## config.mk

```make
export PLATFORM = sky130hd
export DESIGN_NAME = mod_mixer_n
export DESIGN_NICKNAME = d
export VERILOG_FILES = /design/src/rtl/mod_mixer_n.sv
export SDC_FILE = /design/constraint.sdc
export NUM_CORES = 1
export LEC_CHECK = 0
export CAP_MARGIN = 10
export CORE_ASPECT_RATIO = 0.5
export CORE_MARGIN = 2
export CORE_UTILIZATION = 35
export CTS_CLUSTER_DIAMETER = 60
export DETAILED_ROUTE_END_ITERATION = 8
export PLACE_DENSITY = 0.63
export SLEW_MARGIN = 20
export SYNTH_ARGS = -nofsm -noshare
export SYNTH_HDL_FRONTEND = slang
export SYNTH_SLANG_ARGS = --single-unit
```

## constraint.sdc

```tcl
create_clock -name clk -period 3 [get_ports clk]
set_input_delay 0.6 -clock clk [delete_from_list [all_inputs] [get_ports clk]]
set_output_delay 0.6 -clock clk [all_outputs]
set_load 0.01 [all_outputs]
```

## src/rtl/mod_mixer_n.sv

```systemverilog
`default_nettype none
// ============================================================================
//  Module   : mod_mixer_n
//  Purpose  : N-channel oscillator modulation/mixing engine. Two operand
//             channels (or all channels) are combined by one of eight modes
//             into a registered, left-justified O-bit sample with a one-cycle
//             valid strobe. AM uses an M-cycle shift-add multiplier.
//  Options  : define MOD_MIXER_DITHER_EN to replace the zero fill below the
//             M-bit result with bits from a 16-bit Galois LFSR.
//  Revision : 1.0 - initial release
// ============================================================================
module mod_mixer_n #(
    parameter  int N_OSC = 4,
    parameter  int M     = 12,
    parameter  int O     = 16,
    localparam int SW    = $clog2(N_OSC)
) (
    input  logic               clk,
    input  logic               rst,
    input  logic               sample_en,
    input  logic [2:0]         mode_sel,
    input  logic [SW-1:0]      src_a,
    input  logic [SW-1:0]      src_b,
    input  logic [N_OSC*M-1:0] osc_in,
    output logic [O-1:0]       mod_out,
    output logic               out_valid,
    output logic               busy,
    output logic               overrun
);

    localparam logic [1:0] c_IDLE    = 2'd0;
    localparam logic [1:0] c_CAPTURE = 2'd1;
    localparam logic [1:0] c_COMPUTE = 2'd2;
    localparam logic [1:0] c_OUTPUT  = 2'd3;

    localparam logic [2:0] c_MODE_AVG  = 3'b000;
    localparam logic [2:0] c_MODE_DIFF = 3'b001;
    localparam logic [2:0] c_MODE_SAT  = 3'b010;
    localparam logic [2:0] c_MODE_AM   = 3'b011;
    localparam logic [2:0] c_MODE_PA   = 3'b100;
    localparam logic [2:0] c_MODE_PB   = 3'b101;
    localparam logic [2:0] c_MODE_XOR  = 3'b110;

    // Iteration counter must be able to hold the value M itself.
    localparam int c_CW = $clog2(M + 1);

    logic [1:0]         r_state;
    logic [2:0]         r_mode;
    logic [M-1:0]       r_a;
    logic [M-1:0]       r_b;
    logic [N_OSC*M-1:0] r_osc;
    logic [2*M-1:0]     r_mcand;
    logic [M-1:0]       r_mplier;
    logic [2*M-1:0]     r_acc;
    logic [c_CW-1:0]    r_cnt;
    logic [O-1:0]       r_mod_out;
    logic               r_out_valid;
    logic               r_overrun;

    logic [M-1:0]       w_ch     [N_OSC];
    logic [M-1:0]       w_cap_ch [N_OSC];
    logic [M:0]         w_sum_ab;
    logic [M:0]         w_diff_ab;
    logic [M+SW-1:0]    w_sum_all;
    logic [M-1:0]       w_zfill;
    logic [M-1:0]       w_res;
    logic [M-1:0]       w_fill;
    logic               w_sat;
    logic [2*M-1:0]     w_wide;
    logic [O-1:0]       w_result;

    // Unpack live and captured channel vectors into per-channel views.
    generate
        for (genvar k = 0; k < N_OSC; k++) begin : g_ch
            assign w_ch[k]     = osc_in[k*M +: M];
            assign w_cap_ch[k] = r_osc[k*M +: M];
        end
    endgenerate

    // Operand sums are one bit wider than the operands so nothing is lost
    // before the halving shift or the saturation test.
    assign w_sum_ab  = {1'b0, r_a} + {1'b0, r_b};
    assign w_diff_ab = {1'b0, r_a} + {1'b0, ~r_b};

`ifdef MOD_MIXER_DITHER_EN
    logic [15:0] r_lfsr;

    // Dither source: Galois LFSR x^16+x^14+x^13+x^11+1, stepped once per output pulse.
    always_ff @(posedge clk) begin
        if (rst) begin
            r_lfsr <= 16'hACE1;
        end else if (r_state == c_OUTPUT) begin
            r_lfsr <= {1'b0, r_lfsr[15:1]} ^ (r_lfsr[0] ? 16'hB400 : 16'h0000);
        end
    end

    // LFSR low bits placed at the top of the M-bit fill field so they land in
    // mod_out[O-M-1:0] after the final left-justified slice.
    assign w_zfill = M'(r_lfsr) << (2*M - O);
`else
    assign w_zfill = '0;
`endif

    // All-channel sum at M+SW bits; N_OSC M-bit values always fit.
    always_comb begin
        w_sum_all = '0;
        for (int k = 0; k < N_OSC; k++) begin
            w_sum_all = w_sum_all + {{SW{1'b0}}, w_cap_ch[k]};
        end
    end

    // Mode result as an M-bit value plus an M-bit fill, sliced to O bits.
    always_comb begin
        w_res  = '0;
        w_fill = w_zfill;
        w_sat  = 1'b0;
        case (r_mode)
            c_MODE_AVG:  w_res = M'(w_sum_ab >> 1);
            c_MODE_DIFF: begin
                w_res  = M'(w_diff_ab >> 1);
                w_fill = '1;
            end
            c_MODE_SAT: begin
                w_res = M'(w_sum_ab);
                w_sat = w_sum_ab[M];
            end
            c_MODE_AM:   w_fill = '0;
            c_MODE_PA:   w_res = r_a;
            c_MODE_PB:   w_res = r_b;
            c_MODE_XOR:  w_res = r_a ^ r_b;
            default:     w_res = M'(w_sum_all >> SW);
        endcase
        w_wide = {w_res, w_fill};
        if (w_sat) begin
            w_result = '1;
        end else if (r_mode == c_MODE_AM) begin
            w_result = O'(r_acc >> (2*M - O));
        end else begin
            w_result = O'(w_wide >> (2*M - O));
        end
    end

    // Control FSM, operand capture, shift-add multiplier and output registers.
    always_ff @(posedge clk) begin
        if (rst) begin
            r_state     <= c_IDLE;
            r_mode      <= '0;
            r_a         <= '0;
            r_b         <= '0;
            r_osc       <= '0;
            r_mcand     <= '0;
            r_mplier    <= '0;
            r_acc       <= '0;
            r_cnt       <= '0;
            r_mod_out   <= '0;
            r_out_valid <= 1'b0;
            r_overrun   <= 1'b0;
        end else begin
            r_out_valid <= 1'b0;
            if (sample_en && (r_state != c_IDLE)) begin
                r_overrun <= 1'b1;
            end
            case (r_state)
                c_IDLE: begin
                    if (sample_en) begin
                        r_a     <= w_ch[src_a];
                        r_b     <= w_ch[src_b];
                        r_mode  <= mode_sel;
                        r_osc   <= osc_in;
                        r_state <= c_CAPTURE;
                    end
                end
                c_CAPTURE: begin
                    if (r_mode == c_MODE_AM) begin
                        r_mcand  <= {{M{1'b0}}, r_a};
                        r_mplier <= r_b;
                        r_acc    <= '0;
                        r_cnt    <= '0;
                    end
                    r_state <= c_COMPUTE;
                end
                c_COMPUTE: begin
                    if ((r_mode != c_MODE_AM) || (r_cnt == c_CW'(M))) begin
                        r_mod_out   <= w_result;
                        r_out_valid <= 1'b1;
                        r_state     <= c_OUTPUT;
                    end else begin
                        // One multiplier bit per cycle, LSB first.
                        if (r_mplier[0]) begin
                            r_acc <= r_acc + r_mcand;
                        end
                        r_mcand  <= r_mcand << 1;
                        r_mplier <= r_mplier >> 1;
                        r_cnt    <= r_cnt + c_CW'(1);
                    end
                end
                c_OUTPUT: r_state <= c_IDLE;
                default:  r_state <= c_IDLE;
            endcase
        end
    end

    assign mod_out   = r_mod_out;
    assign out_valid = r_out_valid;
    assign overrun   = r_overrun;
    assign busy      = (r_state != c_IDLE);

endmodule
`default_nettype wire

```

==> results of run 1 <==
-- report_power, final --
group / total, W / internal, W / switching, W
Sequential: 0.00286 / 0.00252 / 0.000342
Combinational: 0.00532 / 0.00219 / 0.00313
Clock: 0.00229 / 0.00139 / 0.000894
Total: 0.0105 / 0.00610 / 0.00437
-- final timing paths --
kind	endpoint	slack [ns]	startpoint	depth (start not counted)
worst max-delay path	mod_out[11]	-0.38	r_osc[1]	12
worst min-delay path	r_osc[29]	0.45	r_osc[29]	2
worst max register to register	mod_out[11]	-0.38	r_osc[1]	12
worst min register to register	r_osc[29]	0.45	r_osc[29]	2
-- cell type report --
cell class                 count  area [sq um]  area share, %
clock buffer                  26           499           3.90
clock inverter                 5           103          0.801
inverter                     117           439           3.43
multi-input combinational    947          6770           52.9
sequential                   159          3190           24.9
tap                          391           489           3.82
timing repair buffer         145          1310           10.3
-- sequential cells by signal, indices dropped and copies added (netlist names), 2 cells and up --
signal / cells
r_mplier: 12
r_cnt: 4
r_a: 12
r_b: 12
r_mcand: 24
r_osc: 48
mod_out: 16
r_state: 2
r_acc: 24
r_mode: 3
-- critical path, cell delays in order (launching register included) --
cell and delay (ns):
dfxtp_2 0.34, inv_2 0.04, fa_1 0.48, fa_1 0.56, nor3b_2 0.07, fa_2 0.35
a21oi_2 0.21, o2111ai_2 0.12, o211ai_1 0.18, xnor2_1 0.14, mux4_2 0.48, a22oi_2 0.18
a311oi_2 0.10
-- repair_timing --
action,4_1_cts,5_1_grt
endpoints found under the hold margin,0,0
setup buffers,1,3
pin swaps,12,5
gates resized for setup,19,17
endpoints found under the setup margin,9,16
-- stage by stage --
stage	power [W]	utilization (%)	hold slack [ns]	setup WS [ns]	cells
after floorplan	0.00621	-	0.435	-0.0940	1303
after CTS	0.0104	43.3	0.457	-0.293	1787
after global routing	0.0112	43.7	0.468	-0.495	1790
after detailed placement	0.00800	41.1	0.448	-0.323	1756
final	0.0105	43.7	0.455	-0.381	1790
after global placement	0.00790	41.1	0.443	-0.270	1756
-- Yosys cell counts, types with 14 or more instances --
cell type	number	share of area (%)
fa_1	27	5.1
a22oi_1	14	1.0
o21ai_0	49	2.3
xnor2_1	28	2.3
mux2i_1	29	2.8
nand2_1	238	8.5
nor3_1	17	0.81
mux4_2	26	5.6
a21oi_1	143	6.8
ha_1	63	7.5
dfxtp_1	159	30
nor2_1	88	3.1
nand3_1	16	0.76
xor2_1	20	1.7
a211oi_1	31	2.2
inv_1	116	4.1
buf_1	15	0.54
buf_2	14	0.67
clkbuf_1	49	1.7
-- logic make-up after synthesis --
logic type	after synthesis	share of synthesized area [%]
compound gates	340	20.5
xor+xnor	48	4.00
fa+ha+maj	90	12.6
buf+inv	197	7.27
flops	159	30.3
mux	57	8.55
simple gates	412	16.8
-- metal layers --
layer / GRT usage [%] / share of wire (%)
met1: 26.7 / 46
met2: 34.5 / 47
met3: 4.08 / 5.2
met4: 6.24 / 1.7
met5: 0 / 0
==> flow_summary.yaml, run 1 <==
synth:
  synth_edf_count: 0
  syn-num-nets: 1451
  netlist_area_sq_um: 10500
  synth.distinct_cells: 78
  yosys_warnings: 0
  synth_area_per_cell_sq_um: 8.07
  ys_ff_latch: 159
  seq_area_frac_synth_pct: 30.3
  synthCells: 1303
  postSynth.asyncResetShare_pct: 0
  synth_flop_cell: "dfxtp_1"
critical_path:
  required_ns: 3.31
  critPathLaunchType: "flop"
  crit_path_end_kind: "flop"
  crit_type: "reg2reg"
  cp_max_fo: 2
  worstPathArrival_ns: 3.69
run_status:
  failed_checks: "negative setup slack"
  status: "finished, violations left"
place:
  dp_hpwl_mm: 24.3
  portBuffers: 76
  gp_congestion: 0.908
  place_area_sq_um: 12000
clocking:
  cts_tree: "built"
  cts.sinks: 159
  clock_path_buffers: 2
  cts_made_buffers: 17
  insertion_delay_ns: 0.45
  cts_root_buffer: "clkbuf_16"
  htree_levels: 4
  clkSlewWorstSetupHoldPaths_ns: 0.07
  hold_buffers: 0
routing:
  drtIter0Drc: 758
  vias: 9581
  via_per_inst: 5.35
  drtAntennaViolNets: 0
  drt-total-wl_mm: 31.9
  wl_per_cell_um: 17.8
  drc_errors: 0
  drtPass1Iterations: 5
timing:
  max_freq_mhz: 296
  min_period_ns: 3.38
  finalSetupViolations: 9
  max_slew_margin_pct: 52.3
  fin_crit_sh_pct: 113
  finalHoldViolCount: 0
  fin_tns_setup_ns: -1.81
  clock-skew-final_ns: 0.0130
  rsz0062_at_grt: "true"
  layout_setup_ws_ns: -0.381
  slew_violations: 0
  worst_slew_pin_slew_ns: 0.713
finish:
  final_common_cell: "nand2_1"
  syn_to_final_growth_pct: 21.9
  drive_gt1_share_pct: 12.9
  final_cell_mix: "nand2_1 (237), dfxtp_1 (152), a21oi_1 (141)"
  layout.nets: 1535
  final_cell_area_sq_um: 12800
  n_fill_cell: 2921
  antennaDiodeCount: 0
floorplan:
  ioPinCount: 77
  die_area_sq_um: 31500
  rows: 44
  coreArea_sq_um: 29300
  start_util_pct: 35.9
  die_width_um: 249
  die_h_um: 127
power_and_ir_drop:
  ir_drop_mv: 0.436
  total_leakage_power_nw: 4.93
  power_density_nw_per_um2: 817
grt:
  grt_max_degree: 62
  grt_pass1_wl_mm: 50.9
  grt_antenna_before_repair: 1
  grt_use_total_pct: 20.5
  grt_overflow: 0
  grt_pass1_vias: 9467
worst_hold_path:
  hold_path.class: "reg2reg"
run:
  cap_violations: 0
No activity file was read; power rests on OpenSTA's default activity.
==> inputs of run 2 (changes only) <==
Settings changed: ABC_AREA from default to 1.
==> run 2 against run 1 <==
Against the previous run: the run now ends clean; flip-flop and latch count unchanged; via count up 14%; critical path depth up 5; clock skew down 0.0033 ns; hold slack better by 0.017 ns; largest power group unchanged; highest routed layer is now met5.
==> flow_summary.yaml, run 2 <==
critical_path:
  reg2reg_from: "r_osc[25]"
  crit_start: "r_osc[25]"
  worstPathArrival_ns: 3.23
  cp_max_fo: 4
  required_ns: 3.38
  critPathLaunchType: "flop"
  reg2reg_to: "mod_out[13]"
  crit_path_end_kind: "flop"
  worst-r2r-cell-count: 17
  crit_type: "reg2reg"
  reg2reg_slack_ns: 0.15
timing:
  min_period_ns: 2.85
  finalSetupViolations: 0
  max_slew_margin_pct: 41.5
  rsz0062_at_grt: "true"
  fin_tns_setup_ns: 0
  finalHoldViolCount: 0
  slew_violations: 0
  worst_slew_pin_slew_ns: 0.872
  fin_crit_sh_pct: 95.0
  clock-skew-final_ns: 0.00971
  max_freq_mhz: 351
  layout_setup_ws_ns: 0.151
synth:
  synth_area_per_cell_sq_um: 6.67
  synth_top_area_share_pct: 29.5
  netlist_area_sq_um: 10800
  syn-num-nets: 1766
  synth_flop_cell: "dfxtp_1"
  postSynth.asyncResetShare_pct: 0
  synthCells: 1618
  seq_area_frac_synth_pct: 29.5
  yosysMostFrequentCell: "nand2_1"
  synth_edf_count: 0
  ys_ff_latch: 159
  synth_commonest_cells: "nand2_1 (280), o21ai_0 (218), inv_1 (216)"
  synth.area.top_cells: "dfxtp_1 (30%), o21ai_0 (10%), a21oi_1 (9.8%)"
  synth.distinct_cells: 42
  yosys_warnings: 0
  synth.largest_area_cell: "dfxtp_1"
clocking:
  htree_levels: 4
  cts_made_buffers: 17
  cts.sinks: 159
  clock_path_buffers: 2
  cts_resized: 0
  cts_tree: "built"
  insertion_delay_ns: 0.45
  clkSlewWorstSetupHoldPaths_ns: 0.07
  hold_buffers: 0
  cts_root_buffer: "clkbuf_16"
  cts_setup_buffers: 0
finish:
  syn_to_final_growth_pct: 17.2
  largest_reg_flops: 48
  final_cell_mix: "nand2_1 (276), o21ai_0 (216), inv_1 (214)"
  drive_gt1_share_pct: 5.52
  layout.nets: 1819
  regMostFlops: "r_osc"
  fin_util_pct: 41.7
  final_common_cell: "nand2_1"
  largest_registers: "r_osc: 48 flops, r_acc: 24 flops, r_mcand: 24 flops"
  antennaDiodeCount: 0
worst_hold_path:
  hold_path.class: "reg2reg"
  hp-start: "r_acc[6]"
  hold_end: "r_acc[6]"
  hold_path_depth: 2
routing:
  drtIter0Drc: 957
  via_per_inst: 5.24
  drt-total-wl_mm: 33.7
  drc_errors: 0
  wl_per_cell_um: 16.2
  drtPass1Iterations: 5
  vias: 10900
  drtAntennaViolNets: 0
floorplan:
  coreArea_sq_um: 30300
  rows: 45
  die_area_sq_um: 32300
  start_util_pct: 35.6
  ioPinCount: 77
  die_h_um: 128
  die_width_um: 252
grt:
  grt_pass1_wl_mm: 53.7
  grt_pass1_vias: 9953
  grt_use_total_pct: 21.2
  grt_antenna_before_repair: 1
  grt_max_degree: 58
  grt_overflow: 0
place:
  dp_hpwl_mm: 26.1
  portBuffers: 76
  gp_congestion: 0.955
  dp_slack_ns: 0.0221
power_and_ir_drop:
  power_density_nw_per_um2: 932
  ir_drop_mv: 0.433
  total_leakage_power_nw: 5.53
run_status:
  status: "completed"
run:
  cap_violations: 0
==> run 2: changes by cell type after synthesis, moves of 21 or more <==
cell / delta
a211oi_1: -29
mux4_2: -26
a31oi_1: +21
nand2_1: +42
o21ai_0: +169
nand3_1: +61
a21oi_1: +69
inv_1: +100
nor2_1: +42
xnor2_1: -26
mux2i_1: -29
==> run 2: cell families after synthesis <==
logic type                 synth area share [%]
xor gates and xnor gates                   1.06
DFF                                        29.5
AOI/OAI and AO/OA                          25.7
and+or+nand+nor                            20.9
buffers and inverters                      10.5
adders and majority gates                  12.3
==> run 2: layer usage <==
metal | track usage (%) | up-vias | routed length, um
met4 | 7.03 | 2 | 870
met1 | 29.2 | 5009 | 16200
li1 | - | 5502 | -
met2 | 32.6 | 371 | 14300
met5 | 1.80 | - | 81
met3 | 4.89 | 39 | 2320
==> run 2: per-stage QoR <==
| step | std cells | area, sq um | hold slack [ns] | power [W] |
|---|---|---|---|---|
| 2_1_floorplan | 1618 | 10800 | 0.430 | 0.00742 |
| 3_3_place_gp | 2051 | 12000 | 0.454 | 0.00931 |
| 3_5_place_dp | 2051 | 12000 | 0.462 | 0.00934 |
| 4_1_cts | 2083 | 12600 | 0.472 | 0.0115 |
| 5_1_grt | 2083 | 12600 | 0.490 | 0.0128 |
| 6_report | 2083 | 12600 | 0.472 | 0.0118 |
==> run 2: area by class of cell <==
class                   instances  area, sq um
clock inverters                12          103
repair buffers                106          993
multi-input cells            1163         6560
inverters                     224          843
flip-flops and latches        159         3180
fillers                      3166        17700
well taps                     399          499
clock buffers                  20          457
==> run 2: worst max-delay path by stage <==
| stage | endpoint | slack, ns | cells after the start |
|---|---|---|---|
| 3_5_place_dp | mod_out[13] | 0.02 | 17 |
| 4_1_cts | mod_out[13] | 0.004 | 17 |
| 2_1_floorplan | mod_out[9] | 0.24 | 19 |
| 3_3_place_gp | mod_out[9] | 0.05 | 19 |
| 6_report | mod_out[13] | 0.15 | 17 |
| 5_1_grt | mod_out[9] | -0.02 | 19 |
==> run 2: worst max-delay path: stages (launching register included) <==
cell	delay (ns)
dfxtp_1	0.31
inv_1	0.06
fa_1	0.50
fa_1	0.51
inv_1	0.04
nand2_2	0.08
inv_2	0.06
fa_2	0.34
nand3_1	0.09
nand2_2	0.09
nand2_1	0.07
nand2_1	0.08
a21o_1	0.18
nand2_1	0.05
nand2_1	0.05
nor2_1	0.10
nor2_1	0.06
a21oi_1	0.12
==> run 2: where the power goes <==
part | internal (W) | switching, W | total (W)
clock | 0.00112 | 0.000977 | 0.00210
sequential | 0.00268 | 0.000391 | 0.00307
combinational | 0.00236 | 0.00426 | 0.00662
